### src/rtl/cp0_timer_unit_if.sv
`default_nettype none
// ============================================================================
//  Module      : cp0_timer_unit_if
//  Description : Register-port and interrupt bundle between the pipeline
//                (writeback / move-from-CP0 / fetch) and cp0_timer_unit.
//                Ports summary:
//                  write_enabled, address, write_data : register write port
//                  read_data                          : combinational read
//                  hardware_interrupt                 : raw external lines
//                  interrupt_enabled, exception_level : Status.IE / Status.EXL
//                  interrupt_pending, interrupt_request : interrupt outputs
//  Revision    : 1.0 - initial release
// ============================================================================
interface cp0_timer_unit_if #(
  parameter int TIMER_NUM  = 2,
  parameter int HW_IRQ_NUM = 6
);
  localparam int PEND_W = 2 + HW_IRQ_NUM + TIMER_NUM;

  logic                  write_enabled;
  logic [4:0]            address;
  logic [31:0]           write_data;
  logic [31:0]           read_data;
  logic [HW_IRQ_NUM-1:0] hardware_interrupt;
  logic                  interrupt_enabled;
  logic                  exception_level;
  logic [PEND_W-1:0]     interrupt_pending;
  logic                  interrupt_request;

  // Pipeline side
  modport master (
    output write_enabled, address, write_data, hardware_interrupt,
    output interrupt_enabled, exception_level,
    input  read_data, interrupt_pending, interrupt_request
  );

  // Timer unit side
  modport slave (
    input  write_enabled, address, write_data, hardware_interrupt,
    input  interrupt_enabled, exception_level,
    output read_data, interrupt_pending, interrupt_request
  );
endinterface
`default_nettype wire

### src/rtl/cp0_timer_unit.sv
`default_nettype none
// ============================================================================
//  Module      : cp0_timer_unit
//  Description : Coprocessor-0 timer and interrupt-source unit. Provides a
//                prescaled free-running count, TIMER_NUM compare channels,
//                per-line level/edge hardware interrupt capture, two software
//                interrupt bits and a masked interrupt request.
//                Ports summary:
//                  clock : sole clock
//                  reset : asynchronous active-low reset
//                  bus   : cp0_timer_unit_if.slave (register port, interrupt
//                          inputs, pending vector and request output)
//                Register map (5-bit address):
//                  0x00 count       0x01 control (timer enables)
//                  0x02 pending     0x03 mask     0x04 edge_mode
//                  0x08+i compare[i]
//                Pending bit order, LSB first: sw[1:0], hw lines, timers.
//  Revision    : 1.0 - initial release
// ============================================================================
module cp0_timer_unit #(
  parameter int TIMER_NUM   = 2,
  parameter int HW_IRQ_NUM  = 6,
  parameter int COUNT_WIDTH = 32,
  parameter int TICK_DIVIDE = 2
) (
  input  wire logic       clock,
  input  wire logic       reset,
  cp0_timer_unit_if.slave bus
);

  localparam int PEND_W    = 2 + HW_IRQ_NUM + TIMER_NUM;
  localparam int HW_LSB    = 2;
  localparam int TIMER_LSB = 2 + HW_IRQ_NUM;
  localparam int PRE_W     = (TICK_DIVIDE > 1) ? $clog2(TICK_DIVIDE) : 1;

  localparam logic [PRE_W-1:0]       PRE_LAST  = PRE_W'(TICK_DIVIDE - 1);
  localparam logic [PRE_W-1:0]       PRE_ONE   = PRE_W'(1);
  localparam logic [COUNT_WIDTH-1:0] COUNT_ONE = COUNT_WIDTH'(1);

  localparam logic [4:0] ADDR_COUNT     = 5'h00;
  localparam logic [4:0] ADDR_CONTROL   = 5'h01;
  localparam logic [4:0] ADDR_PENDING   = 5'h02;
  localparam logic [4:0] ADDR_MASK      = 5'h03;
  localparam logic [4:0] ADDR_EDGE_MODE = 5'h04;
  localparam logic [4:0] ADDR_COMPARE   = 5'h08;

  // --------------------------------------------------------------------------
  // State
  // --------------------------------------------------------------------------
  logic [PRE_W-1:0]       prescaler_q,  prescaler_d;
  logic [COUNT_WIDTH-1:0] count_q,      count_d;
  logic [COUNT_WIDTH-1:0] compare_q [TIMER_NUM];
  logic [COUNT_WIDTH-1:0] compare_d [TIMER_NUM];
  logic [TIMER_NUM-1:0]   control_q,    control_d;
  logic [PEND_W-1:0]      mask_q,       mask_d;
  logic [HW_IRQ_NUM-1:0]  edge_mode_q,  edge_mode_d;
  logic [1:0]             sw_q,         sw_d;
  logic [TIMER_NUM-1:0]   timer_pend_q, timer_pend_d;
  logic [TIMER_NUM-1:0]   match_seen_q, match_seen_d;
  logic [HW_IRQ_NUM-1:0]  edge_pend_q,  edge_pend_d;
  logic [HW_IRQ_NUM-1:0]  sync_s1_q, sync_s2_q, sync_s3_q;

  // --------------------------------------------------------------------------
  // Write decode and compare match
  // --------------------------------------------------------------------------
  logic                  w_wr_count;
  logic                  w_wr_control;
  logic                  w_wr_pend;
  logic                  w_wr_mask;
  logic                  w_wr_edge_mode;
  logic [TIMER_NUM-1:0]  w_wr_compare;
  logic [TIMER_NUM-1:0]  w_match;
  logic [HW_IRQ_NUM-1:0] w_hw_rise;
  logic [HW_IRQ_NUM-1:0] w_hw_pend;
  logic [PEND_W-1:0]     w_pending;

  assign w_wr_count     = bus.write_enabled && (bus.address == ADDR_COUNT);
  assign w_wr_control   = bus.write_enabled && (bus.address == ADDR_CONTROL);
  assign w_wr_pend      = bus.write_enabled && (bus.address == ADDR_PENDING);
  assign w_wr_mask      = bus.write_enabled && (bus.address == ADDR_MASK);
  assign w_wr_edge_mode = bus.write_enabled && (bus.address == ADDR_EDGE_MODE);

  for (genvar gi = 0; gi < TIMER_NUM; gi++) begin : g_timer
    assign w_wr_compare[gi] = bus.write_enabled &&
                              (bus.address == (ADDR_COMPARE + 5'(gi)));
    assign w_match[gi]      = control_q[gi] && (count_q == compare_q[gi]);
  end

  assign w_hw_rise = sync_s2_q & ~sync_s3_q;
  // Level lines present the synchronised input; edge lines present the latch.
  assign w_hw_pend = (edge_mode_q & edge_pend_q) | (~edge_mode_q & sync_s2_q);
  assign w_pending = {timer_pend_q, w_hw_pend, sw_q};

  // --------------------------------------------------------------------------
  // Next-state logic
  // --------------------------------------------------------------------------
  always_comb begin
    prescaler_d  = prescaler_q;
    count_d      = count_q;
    control_d    = control_q;
    mask_d       = mask_q;
    edge_mode_d  = edge_mode_q;
    sw_d         = sw_q;
    timer_pend_d = timer_pend_q;
    match_seen_d = w_match;
    edge_pend_d  = edge_pend_q;
    compare_d    = compare_q;

    // A count write restarts the prescaler so the loaded value is held for a
    // full TICK_DIVIDE period.
    if (w_wr_count) begin
      count_d     = bus.write_data[COUNT_WIDTH-1:0];
      prescaler_d = '0;
    end else if (prescaler_q == PRE_LAST) begin
      prescaler_d = '0;
      count_d     = count_q + COUNT_ONE;
    end else begin
      prescaler_d = prescaler_q + PRE_ONE;
    end

    if (w_wr_control)   control_d   = bus.write_data[TIMER_NUM-1:0];
    if (w_wr_mask)      mask_d      = bus.write_data[PEND_W-1:0];
    if (w_wr_edge_mode) edge_mode_d = bus.write_data[HW_IRQ_NUM-1:0];
    if (w_wr_pend)      sw_d        = bus.write_data[1:0];

    // Timer pending sets only on the first cycle of a match, so a write-1
    // clear during a multi-cycle match (TICK_DIVIDE >= 2) does not re-arm it.
    // Clears take priority over a simultaneous set.
    for (int i = 0; i < TIMER_NUM; i++) begin
      if (w_wr_compare[i]) compare_d[i] = bus.write_data[COUNT_WIDTH-1:0];
      if (w_match[i] && !match_seen_q[i]) timer_pend_d[i] = 1'b1;
      if ((w_wr_pend && bus.write_data[TIMER_LSB+i]) || w_wr_compare[i])
        timer_pend_d[i] = 1'b0;
    end

    // Edge latch: a new rising edge wins over a simultaneous write-1 clear.
    // Lines in level mode keep the latch at 0, so switching a line to edge
    // mode shows nothing until the next rising edge.
    if (w_wr_pend) edge_pend_d = edge_pend_d & ~bus.write_data[HW_LSB +: HW_IRQ_NUM];
    edge_pend_d = (edge_pend_d | w_hw_rise) & edge_mode_q;
  end

  // --------------------------------------------------------------------------
  // Registers
  // --------------------------------------------------------------------------
  always_ff @(posedge clock or negedge reset) begin
    if (!reset) begin
      prescaler_q  <= '0;
      count_q      <= '0;
      control_q    <= '0;
      mask_q       <= '0;
      edge_mode_q  <= '0;
      sw_q         <= '0;
      timer_pend_q <= '0;
      match_seen_q <= '0;
      edge_pend_q  <= '0;
      sync_s1_q    <= '0;
      sync_s2_q    <= '0;
      sync_s3_q    <= '0;
      for (int i = 0; i < TIMER_NUM; i++) compare_q[i] <= '1;
    end else begin
      prescaler_q  <= prescaler_d;
      count_q      <= count_d;
      control_q    <= control_d;
      mask_q       <= mask_d;
      edge_mode_q  <= edge_mode_d;
      sw_q         <= sw_d;
      timer_pend_q <= timer_pend_d;
      match_seen_q <= match_seen_d;
      edge_pend_q  <= edge_pend_d;
      // External lines are asynchronous: two-flop synchroniser plus history.
      sync_s1_q    <= bus.hardware_interrupt;
      sync_s2_q    <= sync_s1_q;
      sync_s3_q    <= sync_s2_q;
      compare_q    <= compare_d;
    end
  end

  // --------------------------------------------------------------------------
  // Read path (combinational, narrow registers zero-extended)
  // --------------------------------------------------------------------------
  logic [31:0] w_read_data;

  always_comb begin
    w_read_data = '0;
    case (bus.address)
      ADDR_COUNT:     w_read_data[COUNT_WIDTH-1:0] = count_q;
      ADDR_CONTROL:   w_read_data[TIMER_NUM-1:0]   = control_q;
      ADDR_PENDING:   w_read_data[PEND_W-1:0]      = w_pending;
      ADDR_MASK:      w_read_data[PEND_W-1:0]      = mask_q;
      ADDR_EDGE_MODE: w_read_data[HW_IRQ_NUM-1:0]  = edge_mode_q;
      default:        ;
    endcase
    for (int i = 0; i < TIMER_NUM; i++) begin
      if (bus.address == (ADDR_COMPARE + 5'(i)))
        w_read_data[COUNT_WIDTH-1:0] = compare_q[i];
    end
  end

  assign bus.read_data         = w_read_data;
  assign bus.interrupt_pending = w_pending;
  assign bus.interrupt_request = (|(w_pending & mask_q)) &
                                 bus.interrupt_enabled & ~bus.exception_level;

endmodule
`default_nettype wire

### src/flat_wrapper.sv
// flat-port wrapper written by rule: the top's interface ports become plain ports
module cp0_timer_unit_flat 
#(
  parameter int TIMER_NUM   = 2,
  parameter int HW_IRQ_NUM  = 6,
  parameter int COUNT_WIDTH = 32,
  parameter int TICK_DIVIDE = 2
)
  (clock, reset, bus_write_enabled, bus_address, bus_write_data, bus_hardware_interrupt, bus_interrupt_enabled, bus_exception_level, bus_read_data, bus_interrupt_pending, bus_interrupt_request);
  cp0_timer_unit_if #(.TIMER_NUM(TIMER_NUM), .HW_IRQ_NUM(HW_IRQ_NUM)) bus_i ();
  input  wire logic clock;
  input  wire logic reset;
  input wire logic [$bits(bus_i.write_enabled)-1:0] bus_write_enabled;
  input wire logic [$bits(bus_i.address)-1:0] bus_address;
  input wire logic [$bits(bus_i.write_data)-1:0] bus_write_data;
  input wire logic [$bits(bus_i.hardware_interrupt)-1:0] bus_hardware_interrupt;
  input wire logic [$bits(bus_i.interrupt_enabled)-1:0] bus_interrupt_enabled;
  input wire logic [$bits(bus_i.exception_level)-1:0] bus_exception_level;
  output wire logic [$bits(bus_i.read_data)-1:0] bus_read_data;
  output wire logic [$bits(bus_i.interrupt_pending)-1:0] bus_interrupt_pending;
  output wire logic [$bits(bus_i.interrupt_request)-1:0] bus_interrupt_request;
  assign bus_i.write_enabled = bus_write_enabled;
  assign bus_i.address = bus_address;
  assign bus_i.write_data = bus_write_data;
  assign bus_i.hardware_interrupt = bus_hardware_interrupt;
  assign bus_i.interrupt_enabled = bus_interrupt_enabled;
  assign bus_i.exception_level = bus_exception_level;
  assign bus_read_data = bus_i.read_data;
  assign bus_interrupt_pending = bus_i.interrupt_pending;
  assign bus_interrupt_request = bus_i.interrupt_request;
  cp0_timer_unit #(.TIMER_NUM(TIMER_NUM), .HW_IRQ_NUM(HW_IRQ_NUM), .COUNT_WIDTH(COUNT_WIDTH), .TICK_DIVIDE(TICK_DIVIDE)) u_core (.clock(clock), .reset(reset), .bus(bus_i));
endmodule
### config.mk
export PLATFORM = sky130hd
export DESIGN_NAME = cp0_timer_unit_flat
export DESIGN_NICKNAME = d
export VERILOG_FILES = /design/src/rtl/cp0_timer_unit_if.sv /design/src/rtl/cp0_timer_unit.sv /design/src/flat_wrapper.sv
export SDC_FILE = /design/constraint.sdc
export NUM_CORES = 1
export LEC_CHECK = 0
export BUFFER_PORTS_ARGS = -buffer_cell sky130_fd_sc_hd__buf_2
export CORE_ASPECT_RATIO = 1.2
export CORE_MARGIN = 10
export CORE_UTILIZATION = 45
export CTS_CLUSTER_DIAMETER = 60
export DETAILED_ROUTE_END_ITERATION = 7
export PLACE_DENSITY = 0.7
export SLEW_MARGIN = 10
export SYNTH_ARGS = -nofsm -noshare
export SYNTH_HDL_FRONTEND = slang
export SYNTH_SLANG_ARGS = --single-unit
### constraint.sdc
create_clock -name clock -period 2 [get_ports clock]
set_clock_uncertainty 0.05 [all_clocks]
set_input_delay 0.4 -clock clock [delete_from_list [all_inputs] [get_ports clock]]
set_output_delay 0.4 -clock clock [all_outputs]
set_load 0.01 [all_outputs]
======== Word-level counts from Yosys, hierarchy flattened ========
Cells that the tools add are included.
cells by class
  $add $sub $neg .......................... 2
  eq/ne operators ......................... 8
  muxes and demuxes ....................... 15
  bitwise logic cells ..................... 14
  reduce and logical (&&, ||, !) cells .... 22
operators by type and width
  kind                     count
  $mux W32                 4
  $eq A32 B32 Y1           2
  $add A32 B1 Y32 const B  1
  $and A6 B6 Y6            5
  $mux W22                 1
  $not A6 Y6               3
  $pmux W4 S4              1
  $logic_and A1 B1 Y1      13
  $or A6 B6 Y6             2
  $pmux W4 S3              1
  $and A10 B10 Y10         1
  $eq A5 B2 Y1 const B     2
  $eq A5 B4 Y1 const B     2
  $pmux W2 S5              1
  $reduce_or A10 Y1        1
  $mux W1                  6
  $mux W6                  1
  $reduce_bool A2 Y1       3
  $eq A5 B1 Y1 const B     1
  $eq A5 B3 Y1 const B     1
  $logic_not A5 Y1         1
  $and A1 B1 Y1            2
  $logic_not A1 Y1         2
  $logic_or A1 B1 Y1       2
  2 further kinds          2
word-level totals
  bits in registers ....................... 145
  output and inout bits ................... 43
  word-level logic and storage cells ...... 76

======== Depth between registers and ports, before layout ========
  word-level depth ........................ 7
  gate-level depth with buffers ........... 8

======== Least setup slack after synthesis ========
No wires, ideal clock.
  path type ............................... in2out
  from .................................... in bus_address[0]
  to ...................................... out bus_read_data[21]
  arrival time ............................ 1.622 ns
  required time ........................... 1.550 ns
  setup slack ............................. -0.072 ns
  stages .................................. 8
  path through ............................ buf_2 > nor2_1 > and3_1 > buf_2 > buf_2 > buf_1 > a222oi_1 > inv_1
on the way
  word-level cells in the longest chain between the ends .. 4
ends and longest elaborated chain
  item                RTL line               RTL
  start: declaration  flat_wrapper.sv:14     input wire logic [$bits(bus_i.address)-1:0] bus_address;
  $logic_not A5 Y1    cp0_timer_unit.sv:186  case (bus.address)
  $mux W22            cp0_timer_unit.sv:186
  $mux W32            cp0_timer_unit.sv:195  if (bus.address == (ADDR_COMPARE + 5'(i)))
  $mux W32 (*)        cp0_timer_unit.sv:195
  end: declaration    flat_wrapper.sv:19     output wire logic [$bits(bus_i.read_data)-1:0] bus_read_data;
Every way passes the cells marked *; elsewhere a longest branch is shown, timed or not.

======== Final worst setup path ========
  from .................................... in bus_address[4]
  to ...................................... out bus_read_data[4]
on the way
  word-level cells in the longest chain between the ends .. 4
ends and longest elaborated chain
  item                                  RTL line
  $eq A5 B3 Y1 (tied with other cells)  cp0_timer_unit.sv:186
  $pmux W4 S4                           cp0_timer_unit.sv:186
  $mux W32                              cp0_timer_unit.sv:195
  $mux W32 (*)                          cp0_timer_unit.sv:195
Marked as above.

==> flow_metrics.env <==
export IMPL_first_pass_iters=5
export IMPL_violations="negative setup slack"
export IMPL_crit_buf_inv=4
export IMPL_slew_headroom_pct=67.9
export IMPL_min_period_ps=2310
export IMPL_synth_edf_count=0
export IMPL_top_usage_layer="met2"
export IMPL_antenna_found_initial=0
export IMPL_initial_utilization_pct=46.2
export IMPL_track_usage_pct=19.9
export IMPL_timing_fmax_mhz=433
export IMPL_rsz0062_at_grt="true"
export IMPL_worstPathArrival_ps=1860
export IMPL_hold_viol=0
export IMPL_ys_seq_area_share_pct=47.3
export IMPL_ys_async_sr_fraction_pct=100
export IMPL_fin_ws_ps=-311
export IMPL_critPathSlowestCell="or3_4"
export IMPL_clockRootBuffer="clkbuf_16"
export IMPL_synth_top_area_cell="dfrtp_1"
export IMPL_ys_warn_count=0
export IMPL_cap_violations=0
export IMPL_clkLatencyLatePin_ps=430
export IMPL_io_pins=91
export IMPL_grt_pass1_vias=6562
export IMPL_routed_wl_mm=23.0
export IMPL_die_y_um=165
export IMPL_criticalPathCategory="in2out"
export IMPL_gp_congestion=0.929
export IMPL_critical_path_max_fanout=5
export IMPL_cp_end_kind="output port"
export IMPL_gr_total_overflow=0
export IMPL_drive_gt1_share_pct=48.0
export IMPL_postSynthCellCount=711
export IMPL_clkTransAtPathRegs_ps=70
export IMPL_r2r_start="u_core.count_q[10]"
export IMPL_place_port_buffers=90
export IMPL_cp_startpoint="bus_address[4]"
export IMPL_grt_pass1_wl_mm=36.3
export IMPL_synthFlopType="dfrtp_1"
export IMPL_syn_nets=760
export IMPL_worstHoldPathType="in2reg"
export IMPL_worst_pin_slew_ps=477
export IMPL_report_final_slew_viol_count=0
export IMPL_drc=0
export IMPL_antenna_left=0
export IMPL_cts_buffer_depth=2
export IMPL_numCtsBuffers=17
export IMPL_cp_start_kind="primary input"
export IMPL_synth_area_leaders="dfrtp_1 26%, dfstp_2 21%, mux2_2 13%, xnor2_1 5.8%, xor2_1 4.7%"
export IMPL_netlist_area_mm2=0.00784
export IMPL_outcome="complete, but fails checks"
export IMPL_synth_avg_cell_area_um2=11.0
export IMPL_drt_iter0_markers=648
export IMPL_met3_usage_pct=5.26
export IMPL_area_growth_pct=28.0
export IMPL_hold_start="bus_hardware_interrupt[4]"
export IMPL_wire_per_inst_um=21.1
export IMPL_max_stage_delay_ps=420
export IMPL_std_cell_rows=52
export IMPL_power_density_mw_per_mm2=1050
export IMPL_htreeDepth=4
export IMPL_yosysUniqueCellTypes=53
export IMPL_die_area_mm2=0.0231
export IMPL_cts_tree="yes"
export IMPL_leakagePower_uw=0.00452
export IMPL_vias_per_cell=5.78
export IMPL_clkSinkCount=145
export IMPL_insertedDiodeCount=0
export IMPL_period_share_pct=116
export IMPL_peakVddDrop_mv=0.632
export IMPL_grt_max_degree=47
export IMPL_core_area_mm2=0.0170
export IMPL_met1_usage_pct=23.0
export IMPL_fin_util_pct=59.1
export IMPL_layoutNonFillerInstCount=1089
export IMPL_setup_violations=33
export IMPL_ys_ff_latch=145
export IMPL_finalNetCount=909
export IMPL_cp_top_family="simple AND/OR/NAND/NOR gates"
export IMPL_dpl_cell_count=1039
export IMPL_required_ps=1550
export IMPL_use_met2_pct=34.2
export IMPL_dp_hpwl_mm=16.7
export IMPL_worstPathCellList="buf_8 -> or3_4 -> nor3b_4 -> buf_6 -> buf_12 -> a221oi_2 -> o21ai_1 -> buf_2"
export IMPL_yosys_area_top_type_share_pct=25.9
export IMPL_die_x_um=140
export IMPL_num_vias=6297
registers in the layout, indices dropped and copies added, names as in the netlist:
signal,cells
u_core.timer_pend_q,2
u_core.sync_s2_q,6
u_core.compare_q,64
u_core.sync_s1_q,6
u_core.edge_pend_q,6
u_core.mask_q,10
u_core.match_seen_q,2
u_core.edge_mode_q,6
u_core.control_q,2
u_core.sync_s3_q,6
u_core.prescaler_q,1
u_core.count_q,32
u_core.sw_q,2
cell families after synthesis:
logic type	synth area share (%)
simple gates	13.7
compound gates	10.2
mux	13.1
flops	47.3
fa+ha+maj	0.160
xor+xnor	10.5
buf+inv	5.09
where the power goes:
group          internal [uW]  switching (uW)
Clock                   1750            1360
Sequential              3710             710
Combinational           1510            1520
Total                   6970            3590
timing repair:
item,CTS,global route
resized for setup,21,38
setup endpoints to repair,34,37
endpoints found under the hold margin,22,1
pin swaps,16,11
gates cloned,2,0
buffers inserted,7,7
hold buffers,1,1
path summary, 6_finish.rpt:
kind	endpoint	slack [ps]	depth (start not counted)
max reg2reg	u_core.timer_pend_q[0]	70	6
min	u_core.sync_s1_q[4]	20	1
min in group asynchronous	u_core.count_q[24]	430	2
max in group asynchronous	u_core.compare_q[3]	800	3
max	bus_read_data[4]	-310	8
min reg2reg	u_core.sync_s2_q[4]	300	0
layout by cell type, fill, tap and decap left out, types with 5 or more instances in the layout:
master	n
a21oi_1	32
o21ai_1	5
xnor2_1	43
a222oi_1	27
buf_6	15
o21a_1	6
inv_1	23
inv_6	7
nor4_1	5
a31oi_1	8
a21boi_1	6
nand2_1	31
xnor2_2	9
nor3_1	9
nor4_2	8
dfrtp_1	78
dfstp_2	64
nor2b_1	10
nand3_1	10
mux2_2	84
buf_2	79
clkbuf_16	17
buf_4	78
xor2_1	42
buf_12	12
nor2_1	50
and3_1	8
nand4_1	30
through the flow:
| step | worst slack [ps] | TNS (ps) | total power, uW | instance area [um2] | hold slack, ps |
|---|---|---|---|---|---|
| after floorplan | -40.6 | -533 | 6060 | 7850 | 54.4 |
| after global placement | -284 | -7410 | 7140 | 9010 | 282 |
| after detailed placement | -315 | -9260 | 7190 | 9010 | 286 |
| after CTS | -277 | -6710 | 10400 | 9780 | 4.67 |
| after global routing | -348 | -8350 | 11000 | 10000 | 6.11 |
| final | -311 | -6540 | 10600 | 10000 | 18.1 |
metal layers:
metal | routed length (um) | vias up
li1 | - | 2864
met2 | 11400 | 249
met3 | 1550 | 49
met1 | 9300 | 3135
met5 | 0 | -
met4 | 704 | 0
cell usage after synthesis (2+ instances only):
cell type	n
a2111oi_0	2
a2111oi_1	2
a21boi_1	6
a21oi_1	33
a221o_1	4
a221oi_1	4
a222oi_1	27
a22o_1	4
a22oi_1	3
a31oi_1	9
and2_1	4
and3_1	9
and3b_1	2
and4_1	3
and4b_1	2
buf_1	2
buf_2	36
buf_4	10
clkbuf_1	8
dfrtp_1	81
dfstp_2	64
inv_1	24
mux2_1	2
mux2_2	88
nand2_1	32
nand3_1	10
nand4_1	30
nand4_2	2
nor2_1	51
nor2b_1	10
nor3_1	9
nor3b_2	2
nor4_1	9
nor4_2	5
o21a_1	6
o21ai_1	6
or2_1	2
xnor2_1	52
xor2_1	42
cell type report:
cell class,count,area [um2]
Sequential cell,145,3710
Clock inverter,15,148
Timing Repair Buffer,188,1460
Fill cell,1410,6950
Multi-Input combinational cell,484,3930
Clock buffer,17,425
Inverter,24,90.1
Tap cell,216,270
(Power assumes the default switching activity.)
